===== src/rtl/regfile_sb.sv =====
// regfile_sb: multi-port register file with a per-register pending-write scoreboard.
//   clk, rst        rising-edge clock, asynchronous active-high reset
//   rs_name_i       NRD packed read names (port k at [k*W_RD +: W_RD])
//   rs_data_o       NRD packed read data, combinational
//   rs_reserved_o   1 = register on read port k has outstanding writes
//   reserve_i/_name_i/reserve_ok_o  reserve one pending write, ok is combinational
//   wb_i/wb_name_i/wb_data_i        NWB write-back ports, always accepted
//   flush_i         clear every pending counter (data is kept)
module regfile_sb #(
    parameter int unsigned WORD     = 32,
    parameter int unsigned NREG     = 16,
    parameter int unsigned NRD      = 2,
    parameter int unsigned NWB      = 2,
    parameter int unsigned CNTW     = 2,
    parameter bit          BYPASS   = 1'b1,
    parameter bit          ZERO_REG = 1'b1,
    localparam int unsigned W_RD    = $clog2(NREG)
) (
    input  logic                  clk,
    input  logic                  rst,
    input  logic [NRD*W_RD-1:0]   rs_name_i,
    output logic [NRD*WORD-1:0]   rs_data_o,
    output logic [NRD-1:0]        rs_reserved_o,
    input  logic                  reserve_i,
    input  logic [W_RD-1:0]       reserve_name_i,
    output logic                  reserve_ok_o,
    input  logic [NWB-1:0]        wb_i,
    input  logic [NWB*W_RD-1:0]   wb_name_i,
    input  logic [NWB*WORD-1:0]   wb_data_i,
    input  logic                  flush_i
);

    logic [WORD-1:0] data_q [NREG];
    logic [CNTW-1:0] cnt_q  [NREG];
    logic [CNTW-1:0] cnt_d  [NREG];

    // A saturated counter or the hardwired zero register refuses the reservation.
    assign reserve_ok_o = reserve_i && !flush_i
                       && (cnt_q[reserve_name_i] != '1)
                       && !(ZERO_REG && (reserve_name_i == '0));

    // Next pending count: +1 for an accepted reserve, -1 per write-back hit, floored at 0.
    always_comb begin
        int hit;
        int net;
        hit = 0;
        net = 0;
        for (int r = 0; r < int'(NREG); r++) begin
            hit = 0;
            for (int j = 0; j < int'(NWB); j++) begin
                if (wb_i[j] && (wb_name_i[j*W_RD +: W_RD] == W_RD'(r))) begin
                    hit++;
                end
            end
            net = int'(cnt_q[r]) - hit;
            if (reserve_ok_o && (reserve_name_i == W_RD'(r))) begin
                net++;
            end
            if (net < 0) begin
                net = 0;
            end
            cnt_d[r] = CNTW'(net);
            if (flush_i || (ZERO_REG && (r == 0))) begin
                cnt_d[r] = '0;
            end
        end
    end

    // Counter state.
    always_ff @(posedge clk or posedge rst) begin
        if (rst) begin
            for (int r = 0; r < int'(NREG); r++) begin
                cnt_q[r] <= '0;
            end
        end else begin
            for (int r = 0; r < int'(NREG); r++) begin
                cnt_q[r] <= cnt_d[r];
            end
        end
    end

    // Data state; later ports are applied last so the highest-index port wins.
    always_ff @(posedge clk or posedge rst) begin
        if (rst) begin
            for (int r = 0; r < int'(NREG); r++) begin
                data_q[r] <= '0;
            end
        end else begin
            for (int j = 0; j < int'(NWB); j++) begin
                if (wb_i[j] && !(ZERO_REG && (wb_name_i[j*W_RD +: W_RD] == '0))) begin
                    data_q[wb_name_i[j*W_RD +: W_RD]] <= wb_data_i[j*WORD +: WORD];
                end
            end
        end
    end

    // Read ports with optional same-cycle write-back forwarding.
    always_comb begin
        logic [W_RD-1:0] nm;
        logic [WORD-1:0] d;
        int              hit;
        int              left;
        nm            = '0;
        d             = '0;
        hit           = 0;
        left          = 0;
        rs_data_o     = '0;
        rs_reserved_o = '0;
        for (int k = 0; k < int'(NRD); k++) begin
            nm  = rs_name_i[k*W_RD +: W_RD];
            d   = data_q[nm];
            hit = 0;
            for (int j = 0; j < int'(NWB); j++) begin
                if (wb_i[j] && (wb_name_i[j*W_RD +: W_RD] == nm)) begin
                    hit++;
                    d = wb_data_i[j*WORD +: WORD];
                end
            end
            if (BYPASS) begin
                left                 = int'(cnt_q[nm]) - hit;
                rs_data_o[k*WORD +: WORD] = d;
                rs_reserved_o[k]     = (left > 0) && !flush_i;
            end else begin
                rs_data_o[k*WORD +: WORD] = data_q[nm];
                rs_reserved_o[k]     = (cnt_q[nm] != '0);
            end
            if (ZERO_REG && (nm == '0)) begin
                rs_data_o[k*WORD +: WORD] = '0;
                rs_reserved_o[k]     = 1'b0;
            end
        end
    end

endmodule


===== config.mk =====
export PLATFORM = sky130hd
export DESIGN_NAME = regfile_sb
export DESIGN_NICKNAME = d
export VERILOG_FILES = /design/src/rtl/regfile_sb.sv
export SDC_FILE = /design/constraint.sdc
export NUM_CORES = 2
export LEC_CHECK = 0
export ABC_AREA = 1
export CORE_ASPECT_RATIO = 0.6
export CORE_MARGIN = 2
export CORE_UTILIZATION = 45
export CTS_BUF_LIST = sky130_fd_sc_hd__clkbuf_8
export DETAILED_ROUTE_END_ITERATION = 8
export RECOVER_POWER = 100
export SKIP_LAST_GASP = 1
export SLEW_MARGIN = 20
export SYNTH_ARGS = -nofsm -noshare
export SYNTH_HDL_FRONTEND = slang
export SYNTH_SLANG_ARGS = --single-unit
export TNS_END_PERCENT = 100

===== constraint.sdc =====
create_clock -name clk -period 65.4 [get_ports clk]
set_clock_uncertainty 0.1 [all_clocks]
set_input_delay 19.62 -clock clk [delete_from_list [all_inputs] [get_ports clk]]
set_output_delay 19.62 -clock clk [all_outputs]
set_load 0.02 [all_outputs]

==> flow_summary.json <==
{
  "io_pins": 157,
  "dieArea_sq_um": 84500,
  "status": "finished with violations",
  "fmax_mhz": 19.7,
  "fp-row-count": 81,
  "clock_sinks": 542,
  "required_ns": 45.68,
  "grt.total_usage_pct": 40.0,
  "cts_buffers": 90,
  "powerDensity_nw_per_um2": 27.2,
  "drive_above_1_share_pct": 4.53,
  "ctsResizeCount": 0,
  "cts_hold_buf": 0,
  "synth_area_sq_um": 37000,
  "hold_end": "data_q[486]",
  "portBuffers": 156,
  "num_vias": 40700,
  "dpl.hpwl_um": 99000,
  "nets": 5304,
  "fin_cells": 6308,
  "place_area_sq_um": 38500,
  "synth_cell_type_count": 35,
  "slew_headroom_pct": -353,
  "cts_root_buf": "clkbuf_8",
  "final_common_cell": "o21ai_0",
  "initial_core_util_pct": 45.4,
  "violations": "max-capacitance violations, max-slew violations",
  "synth-seq-cells": 542,
  "clock_latency_ns": 0.81,
  "hold_viol_final": 0,
  "yosysSeqAreaShare_pct": 36.7,
  "tightest_slew_ns": 6.80,
  "report.final.slew_viol_count": 1958,
  "crit_path_start_kind": "input pin",
  "r2r_cells": 14,
  "cellLeakagePower_uw": 0.0173,
  "dpl.cell_count": 6150,
  "stdcell_area_sq_um": 40000,
  "die_h_um": 226,
  "cap_viol_max_count": 39,
  "min_period_over_period_pct": 77.5,
  "arrival_ns": 30.94,
  "rsz0062_at_grt": "false",
  "routed_via_density": 6.45,
  "reg2reg_to": "cnt_q[0]",
  "crit_path_end_kind": "primary output",
  "ant_nets": 0,
  "hp-class": "reg -> reg",
  "grt_pass1_vias": 35900,
  "coreArea_sq_um": 81400,
  "tritoncts": "done",
  "synth_nets": 5516,
  "gp_congestion": 0.957,
  "grt-ovfl-total": 0,
  "hp-start": "data_q[486]",
  "fp.dieW_um": 374,
  "layout_common_cells": "o21ai_0 (1187), a21oi_1 (659), nand2_1 (559)",
  "path_class": "in -> out",
  "h-tree-depth": 3,
  "antenna_found_initial": 16,
  "netlist_instances": 5375,
  "syn_avg_cell_area_sq_um": 6.88,
  "fin_crit_ns": 50.66,
  "clockBufferDepth": 3,
  "drt_wl_total_um": 172000,
  "setup_violations": 0,
  "area_growth_pct": 8.21,
  "ir_drop_mv": 0.0152,
  "r2r_slack_ns": 61.04,
  "grt_pass1_wl_um": 251000,
  "rr_startpoint": "cnt_q[3]",
  "synth_warnings": 0,
  "grt_max_degree": 231,
  "clkTransAtPathRegs_ns": 0.06,
  "cp_max_fo": 146,
  "post_cts_buffers": 0,
  "drtPass1Iterations": 9,
  "post-route-util_pct": 49.2,
  "wire_per_inst_um": 27.3,
  "finalPower_uw": 1090,
  "drc": 0,
  "drtIter0Drc": 6681,
  "whs_path_depth": 0,
  "fin_setup_tns_ns": 0
}
## worst max path at each step
| stage | start | to | slack, ns | cells after the start |
|---|---|---|---|---|
| floorplan | rs_name_i[4] | rs_reserved_o[1] | 23.70 | 14 |
| global placement | rs_name_i[0] | rs_reserved_o[0] | 21.45 | 14 |
| detailed placement | rs_name_i[0] | rs_reserved_o[0] | 21.40 | 14 |
| CTS | rs_name_i[0] | rs_reserved_o[0] | 21.42 | 14 |
| global route | rs_name_i[0] | rs_reserved_o[0] | 14.37 | 14 |
| finish | rs_name_i[0] | rs_reserved_o[0] | 14.74 | 14 |
## report_power, final
part	total (uW)	internal [uW]	switching, uW
Clock	314	158	156
Combinational	316	115	201
Sequential	460	411	48.1
## critical path, stage by stage
cell,delay (ns)
clkbuf_1,4.65
clkbuf_1,2.49
o21ai_0,0.34
a21oi_1,0.27
nand2b_2,0.07
buf_4,0.26
inv_1,1.03
ha_1,0.40
ha_1,0.19
inv_1,0.06
fa_1,0.39
o21ai_0,0.26
nor3_1,0.09
dlygate4sd3_1,0.67
## state kept, by name (all words and copies together) (netlist names)
register / flops
cnt_q: 30
data_q: 512
## logic make-up after synthesis
| kind of cell | share of synthesized area (%) |
|---|---|
| compound gates | 33.9 |
| buf+inv | 11.0 |
| simple gates | 15.9 |
| flops | 36.7 |
| xor+xnor | 0.426 |
| fa+ha+maj | 2.07 |
## per-stage QoR
step | hold WS (ns) | setup WS, ns
2_1_floorplan | 0.340 | 23.70
3_3_place_gp | 0.276 | 21.45
3_5_place_dp | 0.278 | 21.40
4_1_cts | 0.292 | 21.42
5_1_grt | 0.304 | 14.37
6_report | 0.287 | 14.74
## metal layers
layer | global-route usage [%] | vias to the layer above | share of wire, %
li1 | - | 18100 | -
met4 | 16.7 | 8 | 4.4
met5 | 0 | - | 0.044
met3 | 14.9 | 513 | 16
met1 | 57.4 | 19100 | 42
met2 | 53.1 | 2958 | 38
## cell type report
cell class                 count  area, sq um
inverter                     479         1800
multi-input combinational   3797        19400
timing repair buffer         253         2140
antenna                       14         35.0
clock inverter                30          153
tap                         1079         1350
fill                        8239        41400
sequential                   542        13600
clock buffer                 114         1570
## cells in the mapped netlist
library cell  number  share of area [%]
o21ai_0         1187                 16
a21oi_1          660                8.9
nand2_1          582                5.9
dfrtp_1          542                 37
nor2_1           480                4.9
inv_1            470                4.8
clkbuf_1         379                3.8
nand3_1          273                3.7
o211ai_1         199                4.0
o22ai_1          188                3.2
buf_2            126                1.7
a211oi_1          67                1.4
nand4_1           49               0.83
buf_1             47               0.48
ha_1              34                1.2
fa_1              17               0.92
xor2_1            17               0.40
nand3_2           15               0.41
o21ai_1           10               0.14
inv_2              7              0.071
nor3_1             7              0.095
buf_6              3              0.091
clkinv_1           2              0.020
nor2_2             2              0.034
o31ai_1            2              0.041
a21boi_0           1              0.020
a311oi_1           1              0.024
a31oi_1            1              0.017
a32oi_1            1              0.024
buf_4              1              0.020
buf_8              1              0.041
nand2_2            1              0.017
nand2b_1           1              0.017
nor2_4             1              0.030
xnor2_1            1              0.024
Power figures use the tool's default switching activity.
